===== src/rtl/demux_sched_pkg.sv =====
// Shared types and helpers for the round-robin DEMUX scheduler.
package demux_sched_pkg;

  typedef enum logic [1:0] {StIdle, StArb, StBurst} state_e;

  localparam int unsigned NUM_CH = 8;
  localparam int unsigned SEL_W  = 3;

  // Width that holds 0..max_val-1, never narrower than one bit.
  function automatic int unsigned cnt_w(input int unsigned max_val);
    return (max_val > 1) ? $clog2(max_val) : 1;
  endfunction

endpackage


===== src/rtl/demux_rr_pick.sv =====
// Rotating-priority picker: first request strictly after ptr_i, wrapping back to ptr_i itself.
module demux_rr_pick
  import demux_sched_pkg::*;
(
  input  logic [NUM_CH-1:0] req_i,
  input  logic [SEL_W-1:0]  ptr_i,
  output logic              hit_o,
  output logic [SEL_W-1:0]  idx_o
);

  logic [SEL_W-1:0] cand;

  // Walk from farthest to nearest so the nearest hit after ptr_i wins.
  always_comb begin
    hit_o = 1'b0;
    idx_o = ptr_i;
    cand  = ptr_i;
    for (int k = NUM_CH; k >= 1; k--) begin
      cand = ptr_i + SEL_W'(k);
      if (req_i[cand]) begin
        hit_o = 1'b1;
        idx_o = cand;
      end
    end
  end

endmodule


===== src/rtl/demux_rr_scheduler.sv =====
// Round-robin scheduler sharing one valid/ready input stream among 8 DEMUX sink channels.
module demux_rr_scheduler
  import demux_sched_pkg::*;
#(
  parameter int unsigned DATA_WIDTH  = 1,
  parameter int unsigned BURST_LEN   = 4,
  parameter int unsigned STALL_LIMIT = 15
) (
  input  logic                  Clock_In,
  input  logic                  Reset_In,
  input  logic                  Enable_In,
  input  logic [DATA_WIDTH-1:0] Data_In,
  input  logic                  Valid_In,
  input  logic                  Last_In,
  output logic                  Ready_Out,
  input  logic [NUM_CH-1:0]     Ch_Mask_In,
  input  logic [NUM_CH-1:0]     Ch_Ready_In,
  output logic                  Demux_Enable_Out,
  output logic [SEL_W-1:0]      Demux_Select_Out,
  output logic [DATA_WIDTH-1:0] Demux_Data_Out,
  output logic                  Beat_Strobe_Out,
  output logic                  Abort_Out
);

  localparam int unsigned BeatW  = cnt_w(BURST_LEN);
  localparam int unsigned StallW = cnt_w(STALL_LIMIT + 1);
  localparam logic [BeatW-1:0]  BeatLast = BeatW'(BURST_LEN - 1);
  localparam logic [StallW-1:0] StallTop = StallW'(STALL_LIMIT - 1);

  state_e                state_q;
  logic [SEL_W-1:0]      sel_q, ptr_q;
  logic [BeatW-1:0]      beat_q;
  logic [StallW-1:0]     stall_q;
  logic                  en_q, strobe_q, abort_q;
  logic [DATA_WIDTH-1:0] data_q;

  logic             pick_hit;
  logic [SEL_W-1:0] pick_idx;
  logic             ch_mask, ch_rdy, xfer;

  demux_rr_pick u_pick (
    .req_i (Ch_Mask_In & Ch_Ready_In),
    .ptr_i (ptr_q),
    .hit_o (pick_hit),
    .idx_o (pick_idx)
  );

  assign ch_mask   = Ch_Mask_In[sel_q];
  assign ch_rdy    = Ch_Ready_In[sel_q];
  assign Ready_Out = (state_q == StBurst) & Enable_In & ch_mask & ch_rdy;
  assign xfer      = Valid_In & Ready_Out;

  always_ff @(posedge Clock_In) begin
    if (Reset_In) begin
      state_q  <= StIdle;
      sel_q    <= '0;
      ptr_q    <= SEL_W'(NUM_CH - 1);
      beat_q   <= '0;
      stall_q  <= '0;
      en_q     <= 1'b0;
      strobe_q <= 1'b0;
      abort_q  <= 1'b0;
      data_q   <= '0;
    end else begin
      strobe_q <= xfer;
      data_q   <= xfer ? Data_In : '0;
      abort_q  <= 1'b0;
      unique case (state_q)
        StIdle: if (Enable_In) state_q <= StArb;
        StArb: begin
          if (!Enable_In) begin
            state_q <= StIdle;
          end else if (pick_hit) begin
            sel_q   <= pick_idx;
            en_q    <= 1'b1;
            state_q <= StBurst;
          end
        end
        StBurst: begin
          if (!Enable_In) begin
            // Pointer is kept so re-enable resumes the rotation.
            state_q <= StIdle;
            en_q    <= 1'b0;
            beat_q  <= '0;
            stall_q <= '0;
          end else if (!ch_mask) begin
            ptr_q   <= sel_q;
            state_q <= StArb;
            en_q    <= 1'b0;
            beat_q  <= '0;
            stall_q <= '0;
          end else if (xfer) begin
            stall_q <= '0;
            if (beat_q == BeatLast || Last_In) begin
              ptr_q   <= sel_q;
              state_q <= StArb;
              en_q    <= 1'b0;
              beat_q  <= '0;
            end else begin
              beat_q <= beat_q + 1'b1;
            end
          end else if (!ch_rdy) begin
            if (stall_q == StallTop) begin
              abort_q <= 1'b1;
              ptr_q   <= sel_q;
              state_q <= StArb;
              en_q    <= 1'b0;
              beat_q  <= '0;
              stall_q <= '0;
            end else begin
              stall_q <= stall_q + 1'b1;
            end
          end else begin
            stall_q <= '0;
          end
        end
        default: state_q <= StIdle;
      endcase
    end
  end

  assign Demux_Enable_Out = en_q;
  assign Demux_Select_Out = sel_q;
  assign Demux_Data_Out   = data_q;
  assign Beat_Strobe_Out  = strobe_q;
  assign Abort_Out        = abort_q;

endmodule


===== config.mk =====
export PLATFORM = sky130hd
export DESIGN_NAME = demux_rr_scheduler
export DESIGN_NICKNAME = d
export VERILOG_FILES = /design/src/rtl/demux_sched_pkg.sv /design/src/rtl/demux_rr_pick.sv /design/src/rtl/demux_rr_scheduler.sv
export SDC_FILE = /design/constraint.sdc
export NUM_CORES = 1
export LEC_CHECK = 0
export CORE_MARGIN = 3
export CORE_UTILIZATION = 59
export DETAILED_ROUTE_END_ITERATION = 8
export PLACE_DENSITY = 0.86
export REMOVE_ABC_BUFFERS = 1
export SETUP_SLACK_MARGIN = 0.1
export SLEW_MARGIN = 20
export SYNTH_ARGS = -nofsm -noshare
export SYNTH_HDL_FRONTEND = slang
export SYNTH_SLANG_ARGS = --single-unit

===== constraint.sdc =====
create_clock -name Clock_In -period 7.75 [get_ports Clock_In]
set_input_delay 1.55 -clock Clock_In [delete_from_list [all_inputs] [get_ports Clock_In]]
set_output_delay 1.55 -clock Clock_In [all_outputs]
set_load 0.005 [all_outputs]

* Yosys cells after proc, flatten, opt, wreduce, memory -nomap -nowiden
Cells that the tools add are included.
Operators by class: $add $sub $neg 9, multipliers 0, div/mod/pow operators 0, order comparisons 9, equality and inequality tests 16, shifts and indexed selects 0, multiplexer cells 71, bitwise operators 9, reductions and logical operators 10
Operator list (number):
- $lt 3x4->1 const B | 9
- $mux 3 | 12
- $bmux 1 s3 | 10
- $mux 2 | 15
- $mux 1 | 27
- $mux 4 | 5
- $add 3x3->3 const B | 4
- $ne 5x4->1 const B | 2
- $reduce_and 5->1 | 2
- $and 8x8->8 | 1
- $add 3x2->3 const B | 2
- $ne 2x2->1 const B | 3
- $ne 3x2->1 const B | 2
- $pmux 2 s3 | 1
- $reduce_and 3->1 | 2
- $reduce_and 6->1 | 1
- $reduce_or 6->1 | 1
- $ne 5x5->1 const B | 1
- $add 4x1->4 const B | 1
- $and 1x1->1 | 4
- $eq 2x2->1 const B | 2
- $eq 4x4->1 const B | 1
- $ne 4x2->1 const B | 1
- $ne 4x3->1 const B | 1
- 11 further kinds | 14
Word-level totals: flip-flop bits (word level) 18, latch bits 0, memory bits (writable) 0, memory bits (read-only) 0, input port bits 22, memories kept 0

* Longest topological paths before layout
Gate-level depths: netlist (run 1).
depth after elaboration 14, gate-level depth with buffers 10

* Hierarchy
Synthesis (run 1) repeated with hierarchy kept, for this count alone.
Unflattened totals: cells, all modules 193, area, all modules 1771.7 µm²
By module, submodules not included:
- demux_rr_scheduler | times used 1, cells each 113, area an instance 1087.3 µm²
- demux_rr_pick | times used 1, cells each 80, area an instance 684.4 µm²

* Worst setup path after synthesis (run 1)
OpenSTA, ideal clock, no wires.
path kind input-to-output, start point in Ch_Mask_In[7], end point out Ready_Out, arrival time 2.535 ns, path slack 3.665 ns, cell stages on the path 4, path buffers 0, path through mux4_2 -> mux2_2 -> nand3_1 -> nor2b_1
Between the ends: word-level cells in the longest chain between the ends 4
Ends and longest elaborated chain:
- start, declared | RTL line demux_rr_scheduler.sv:16 | input logic [NUM_CH-1:0] Ch_Mask_In,
- $bmux 1 s3 | RTL line demux_rr_scheduler.sv:48 | assign ch_mask = Ch_Mask_In[sel_q];
- $mux 1 (not written as such) | RTL line demux_rr_scheduler.sv:48
- $and 1x1->1 (2 in series) | RTL line demux_rr_scheduler.sv:50 | assign Ready_Out = (state_q == StBurst) & Enable_In & ch_mask & ch_rdy;
- end, declared | RTL line demux_rr_scheduler.sv:15 | output logic Ready_Out,
Every way passes these cells. The select of a mux whose other input is x is not followed.

* Final worst setup path (run 1)
start point in Ch_Mask_In[6], end point out Ready_Out
Same word-level chain as after synthesis.

==> results.cfg, run 1 <==
[logic_synthesis]
yosysUniqueCellTypes = 56
asyncSetResetFlopFracSynth = 0
synth-edff-count = 0
yosysWarnings = 0
avgSynthCellArea_um2 = 8.385
netlist_area_um2 = 1937
ys_ff_latch = 18
syn_inst = 231
synthFlopType = dfxtp_1
ys_seq_area_frac = 0.1860

[flow_run]
maxCapViolations = 0

[worst_hold_path]
min_path_type = reg -> reg

[floorplanning]
dieHeight_um = 63.30
die_x_um = 63.30
io_pins = 30
core_area_um2 = 3103
initial_core_util = 0.6242
rows = 20
die_area_um2 = 4006

[sta]
period_minus_slack_ps = 5164
rsz0062_at_grt = false
hold_violations = 0
slew_violations = 0
fin_ws_ps = 2586
timing.final.crit_share = 0.6663
clock-skew-final_ps = 0.2519
worst_pin_slew_ps = 778.1
max_freq_mhz = 193.6
setup_viol_count_final = 0
relSlewSlack = 0.4797
fin_setup_tns_ps = 0

[placement]
hpwlAfterDp_mm = 4.101
place_area_um2 = 2235
pre_cts_slack_ps = 2619
gp_congestion = 0.9582
io_buffers = 29

[pwr]
vdd_drop_max_mv = 0.07606
powerDensity_nw_per_um2 = 102.4
power_uw = 232.5
p_leak_uw = 0.0008035

[final_layout]
nFillCells = 264
seq_area_um2 = 360.3
fin_util = 0.7319
multi_input_area_um2 = 1480
area_delta_synth_final_pct = 17.25
layout-drive-gt1-share = 0.1142
finalNetCount = 282
n_antenna_cell = 0
finalInstanceArea_um2 = 2271

[setup_path]
r2r_start = ptr_q[1]$_SDFFE_PP1P_
rrSetupSlack_ps = 4300
start_kind = input pin
end_kind = output pin
startpoint = Ch_Mask_In[6]
crit_path_end = Ready_Out
cp.required_ps = 6200
ff2ff_path_depth = 9
path_max_fanout = 6
critPathArrivalTime_ps = 3610
r2r-end = Demux_Select_Out[2]$_SDFFE_PP0P_
path_class = in -> out

[clocking]
post_cts_buffers = 0
htree_levels = 1
cts_buffers = 3
ctsHoldBuffers = 0
cts.path.max_buffers = 2
clock_latency_ps = 300
post_cts_resized = 0
clock_sinks = 18
cts_root_buffer = clkbuf_4
clkTransAtPathRegs_ps = 110
cts_tree = built

[route]
num_vias = 2041
drt_iter0_drc = 180
routedWlPerCell_um = 17.42
detail-route-antenna-nets = 0
viasPerCell = 6.849
drc = 0
routed_wl_mm = 5.191
drtPass1Iterations = 5

[global_route]
grt_pass1_wl_mm = 8.783
grt_antenna_before_repair = 0
first_global_vias = 1825
grt.total_usage = 0.2734
gr-total-overflow = 0
grt_max_degree = 35

[status]
status = completed
[cell usage in the layout (no fill, tap or decap), types with 3 or more instances in the layout]
cell type / instances
o211ai_1: 5
and2_1: 8
nor4_1: 3
nand2_1: 20
nor2_1: 21
a21boi_0: 3
ha_1: 5
dfxtp_1: 18
o2111ai_1: 3
clkdlybuf4s50_1: 29
a22oi_1: 6
nand3_1: 11
mux2i_1: 6
mux4_2: 15
nand4_1: 3
nor2b_1: 4
o21ai_0: 12
nor3_1: 5
o21ai_1: 4
nand4b_1: 3
clkbuf_4: 3
a21oi_1: 10
inv_1: 8
nand2b_1: 3
a211oi_1: 6
[synthesized netlist by cell type (6+ instances only)]
master,count,share of area
a22oi_1,6,0.023
a211oi_1,6,0.023
nand3_1,11,0.028
and2_1,8,0.026
nand2_1,20,0.039
inv_1,8,0.016
nor2_1,21,0.041
mux2i_1,6,0.031
dfxtp_1,18,0.19
mux4_2,15,0.17
a21oi_1,10,0.026
o21ai_0,12,0.031
[per-layer routing]
| layer | global-route usage | vias up | share of wire | wire [um] |
|---|---|---|---|---|
| met5 | 0 | - | 0 | 0 |
| met4 | 0.07547 | 0 | 0.012 | 64 |
| met3 | 0.04635 | 6 | 0.081 | 418 |
| met2 | 0.4190 | 107 | 0.45 | 2324 |
| met1 | 0.3969 | 979 | 0.46 | 2384 |
| li1 | - | 949 | - | - |
[logic make-up (layout without fill, tap and decap cells)]
group                    after synthesis  count (layout)  synth area share
buffers and inverters                 22              45           0.04974
XOR/XNOR                               3               3           0.01357
multiplexers                          24              24            0.2248
adder cells (fa/ha/maj)                5               5           0.03230
AO/OA/AOI/OAI                         65              65            0.2332
AND/OR/NAND/NOR                       94              94            0.2603
flip-flops                            18              18            0.1860
[worst min path at each step]
stage                                       start  depth (start not counted)                      end  slack, ps
final                     stall_q[3]$_SDFFE_PP0P_                          1  stall_q[3]$_SDFFE_PP0P_        490
after global routing      stall_q[3]$_SDFFE_PP0P_                          1  stall_q[3]$_SDFFE_PP0P_        520
after CTS                 stall_q[3]$_SDFFE_PP0P_                          1  stall_q[3]$_SDFFE_PP0P_        490
after detailed placement  stall_q[3]$_SDFFE_PP0P_                          1  stall_q[3]$_SDFFE_PP0P_        480
after global placement    stall_q[3]$_SDFFE_PP0P_                          1  stall_q[3]$_SDFFE_PP0P_        460
after floorplan           stall_q[3]$_SDFFE_PP0P_                          1  stall_q[3]$_SDFFE_PP0P_        440
[stage by stage]
stage                     hold slack [ps]  std cells
after floorplan                     443.5        220
after global placement              464.4        294
after detailed placement            475.1        294
after CTS                           491.4        298
after global routing                520.4        298
final                               494.1        298
[report_power, final]
| group | internal, uW | leakage (uW) | switching (uW) | total (uW) |
|---|---|---|---|---|
| Sequential | 94.4 | 0.000146 | 3.55 | 98.0 |
| Clock | 28.7 | 0.0000210 | 31.0 | 59.7 |
| Combinational | 37.4 | 0.000637 | 37.4 | 74.9 |
| Total | 161 | 0.000803 | 72.0 | 233 |
[critical path, stage by stage]
cell and delay (ps):
clkdlybuf4s50_1 500, mux4_2 490, mux2_2 300, nand3_1 240
nor2b_1 80, clkdlybuf4s50_1 450
[sequential cells by signal (all words and copies together), names as in the netlist]
signal	count
Beat_Strobe_Out	1
stall_q	4
beat_q	2
state_q	2
Abort_Out	1
Demux_Data_Out	1
Demux_Enable_Out	1
Demux_Select_Out	3
ptr_q	3
[cell type report]
| class | instances | area share |
|---|---|---|
| multi-input combinational | 191 | 0.6518 |
| tap | 44 | 0.02424 |
| sequential | 18 | 0.1587 |
| timing repair buffer | 30 | 0.1311 |
| inverter | 11 | 0.01818 |
| clock buffer | 4 | 0.01598 |
(Power assumes the default switching activity.)
==> run 2, diff against run 1 <==
CORE_UTILIZATION = 55   (was 59)
PLACE_DENSITY = 0.81   (was 0.86)
clock period = 5 ns   (was 7.75 ns; I/O delays follow)
==> results.cfg, run 2 (synthesis gave the netlist of run 1 again) <==
[clocking]
clock_latency_ps = 300
cts.path.max_buffers = 2
cts_tree = built
htree_levels = 1
ctsHoldBuffers = 0
clkTransAtPathRegs_ps = 110
post_cts_resized = 0
cts_root_buffer = clkbuf_4
clock_sinks = 18
cts_buffers = 3
post_cts_buffers = 0

[sta]
rsz0062_at_grt = false
period_minus_slack_ps = 4033
slew_violations = 0
max_freq_mhz = 248.0
relSlewSlack = 0.5009
setup_viol_count_final = 0
timing.final.crit_share = 0.8066
worst_pin_slew_ps = 746.3
clock-skew-final_ps = 1.922
hold_violations = 0
fin_setup_tns_ps = 0

[floorplanning]
die_area_um2 = 4269
die_x_um = 65.34
io_pins = 30
rows = 20
dieHeight_um = 65.34
initial_core_util = 0.6047
core_area_um2 = 3203

[worst_hold_path]
min_to = stall_q[3]$_SDFFE_PP0P_
hold_path_depth = 1
min_path_type = reg -> reg
hold_path_startpoint = stall_q[3]$_SDFFE_PP0P_

[final_layout]
regMostFlops = stall_q
layout-drive-gt1-share = 0.1142
finalInstanceArea_um2 = 2271
nFillCells = 278
layout_commonest_cell = clkdlybuf4s50_1
largest_reg_flops = 4
n_antenna_cell = 0
finalNetCount = 282
final_cell_mix = clkdlybuf4s50_1, nor2_1, nand2_1, dfxtp_1, mux4_2
fin_util = 0.7090
area_delta_synth_final_pct = 17.25

[setup_path]
startpoint = Ch_Mask_In[7]
critPathArrivalTime_ps = 3030
path_class = in -> out
r2r_start = ptr_q[1]$_SDFFE_PP1P_
path_max_fanout = 6
cp.required_ps = 4000
r2r-end = Demux_Select_Out[2]$_SDFFE_PP0P_
start_kind = input pin
ff2ff_path_depth = 9
end_kind = output pin
rrSetupSlack_ps = 1580

[global_route]
gr-total-overflow = 0
grt.total_usage = 0.2612
grt_antenna_before_repair = 0
grt_pass1_wl_mm = 8.797
grt_max_degree = 35
first_global_vias = 1798

[placement]
io_buffers = 29
place_area_um2 = 2235
gp_congestion = 0.9881
hpwlAfterDp_mm = 3.975

[route]
detail-route-antenna-nets = 0
num_vias = 1958
routedWlPerCell_um = 17.37
drt_iter0_drc = 196
drc = 0
routed_wl_mm = 5.175
viasPerCell = 6.570
drtPass1Iterations = 4

[pwr]
vdd_drop_max_mv = 0.1028
p_leak_uw = 0.0008035
powerDensity_nw_per_um2 = 159.0

[status]
status = completed

[flow_run]
maxCapViolations = 0
## run 2: cell counts in the layout (fill, tap and decap cells not counted)
Identical to the previous run, type by type.
## run 2: metrics by stage
stage / instances / power (uW) / hold slack [ps] / worst slack (ps)
after floorplan: 220 / 221.4 / 443.5 / 1988
after global placement: 294 / 265.9 / 474.5 / 1002
after global routing: 298 / 376.9 / 528.7 / 888.1
after detailed placement: 294 / 267.2 / 477.2 / 986.8
after CTS: 298 / 358.4 / 495.2 / 980.0
final: 298 / 361.1 / 496.2 / 967.2
## run 2: how the worst max path moves through the flow
| stage | depth (start not counted) | end | slack [ps] |
|---|---|---|---|
| 3_3_place_gp | 6 | Ready_Out | 1000 |
| 3_5_place_dp | 6 | Ready_Out | 990 |
| 6_report | 6 | Ready_Out | 970 |
| 5_1_grt | 6 | Ready_Out | 890 |
| 2_1_floorplan | 9 | Demux_Select_Out[2]$_SDFFE_PP0P_ | 1990 |
| 4_1_cts | 6 | Ready_Out | 980 |
## run 2: layer usage
metal | routed length [um] | track usage | up-vias | share of wire
met1 | 2383 | 0.3957 | 913 | 0.46
met4 | 23 | 0.02591 | 0 | 0.0044
met3 | 496 | 0.05299 | 4 | 0.096
met2 | 2271 | 0.3957 | 99 | 0.44
li1 | - | - | 942 | -
met5 | 0 | 0 | - | 0
## run 2: report_power, final
group	switching [uW]	leakage [uW]	internal (uW)
clock	49.1	0.0000210	44.5
combinational	57.5	0.000637	58.0
sequential	5.58	0.000146	146
## run 2: area by class of cell
cell class                      count  area [um^2]  area share
Timing Repair Buffer               30        297.8      0.1311
Clock buffer                        4        36.28     0.01598
Tap cell                           44        55.05     0.02424
Inverter                           11        41.29     0.01818
Multi-Input combinational cell    191         1480      0.6518
Sequential cell                    18        360.3      0.1587
## run 2: critical path, cell delays in order
cell and delay (ps):
clkdlybuf4s50_1 480, mux4_2 500, mux2_2 300, nand3_1 220, nor2b_1 70, clkdlybuf4s50_1 440
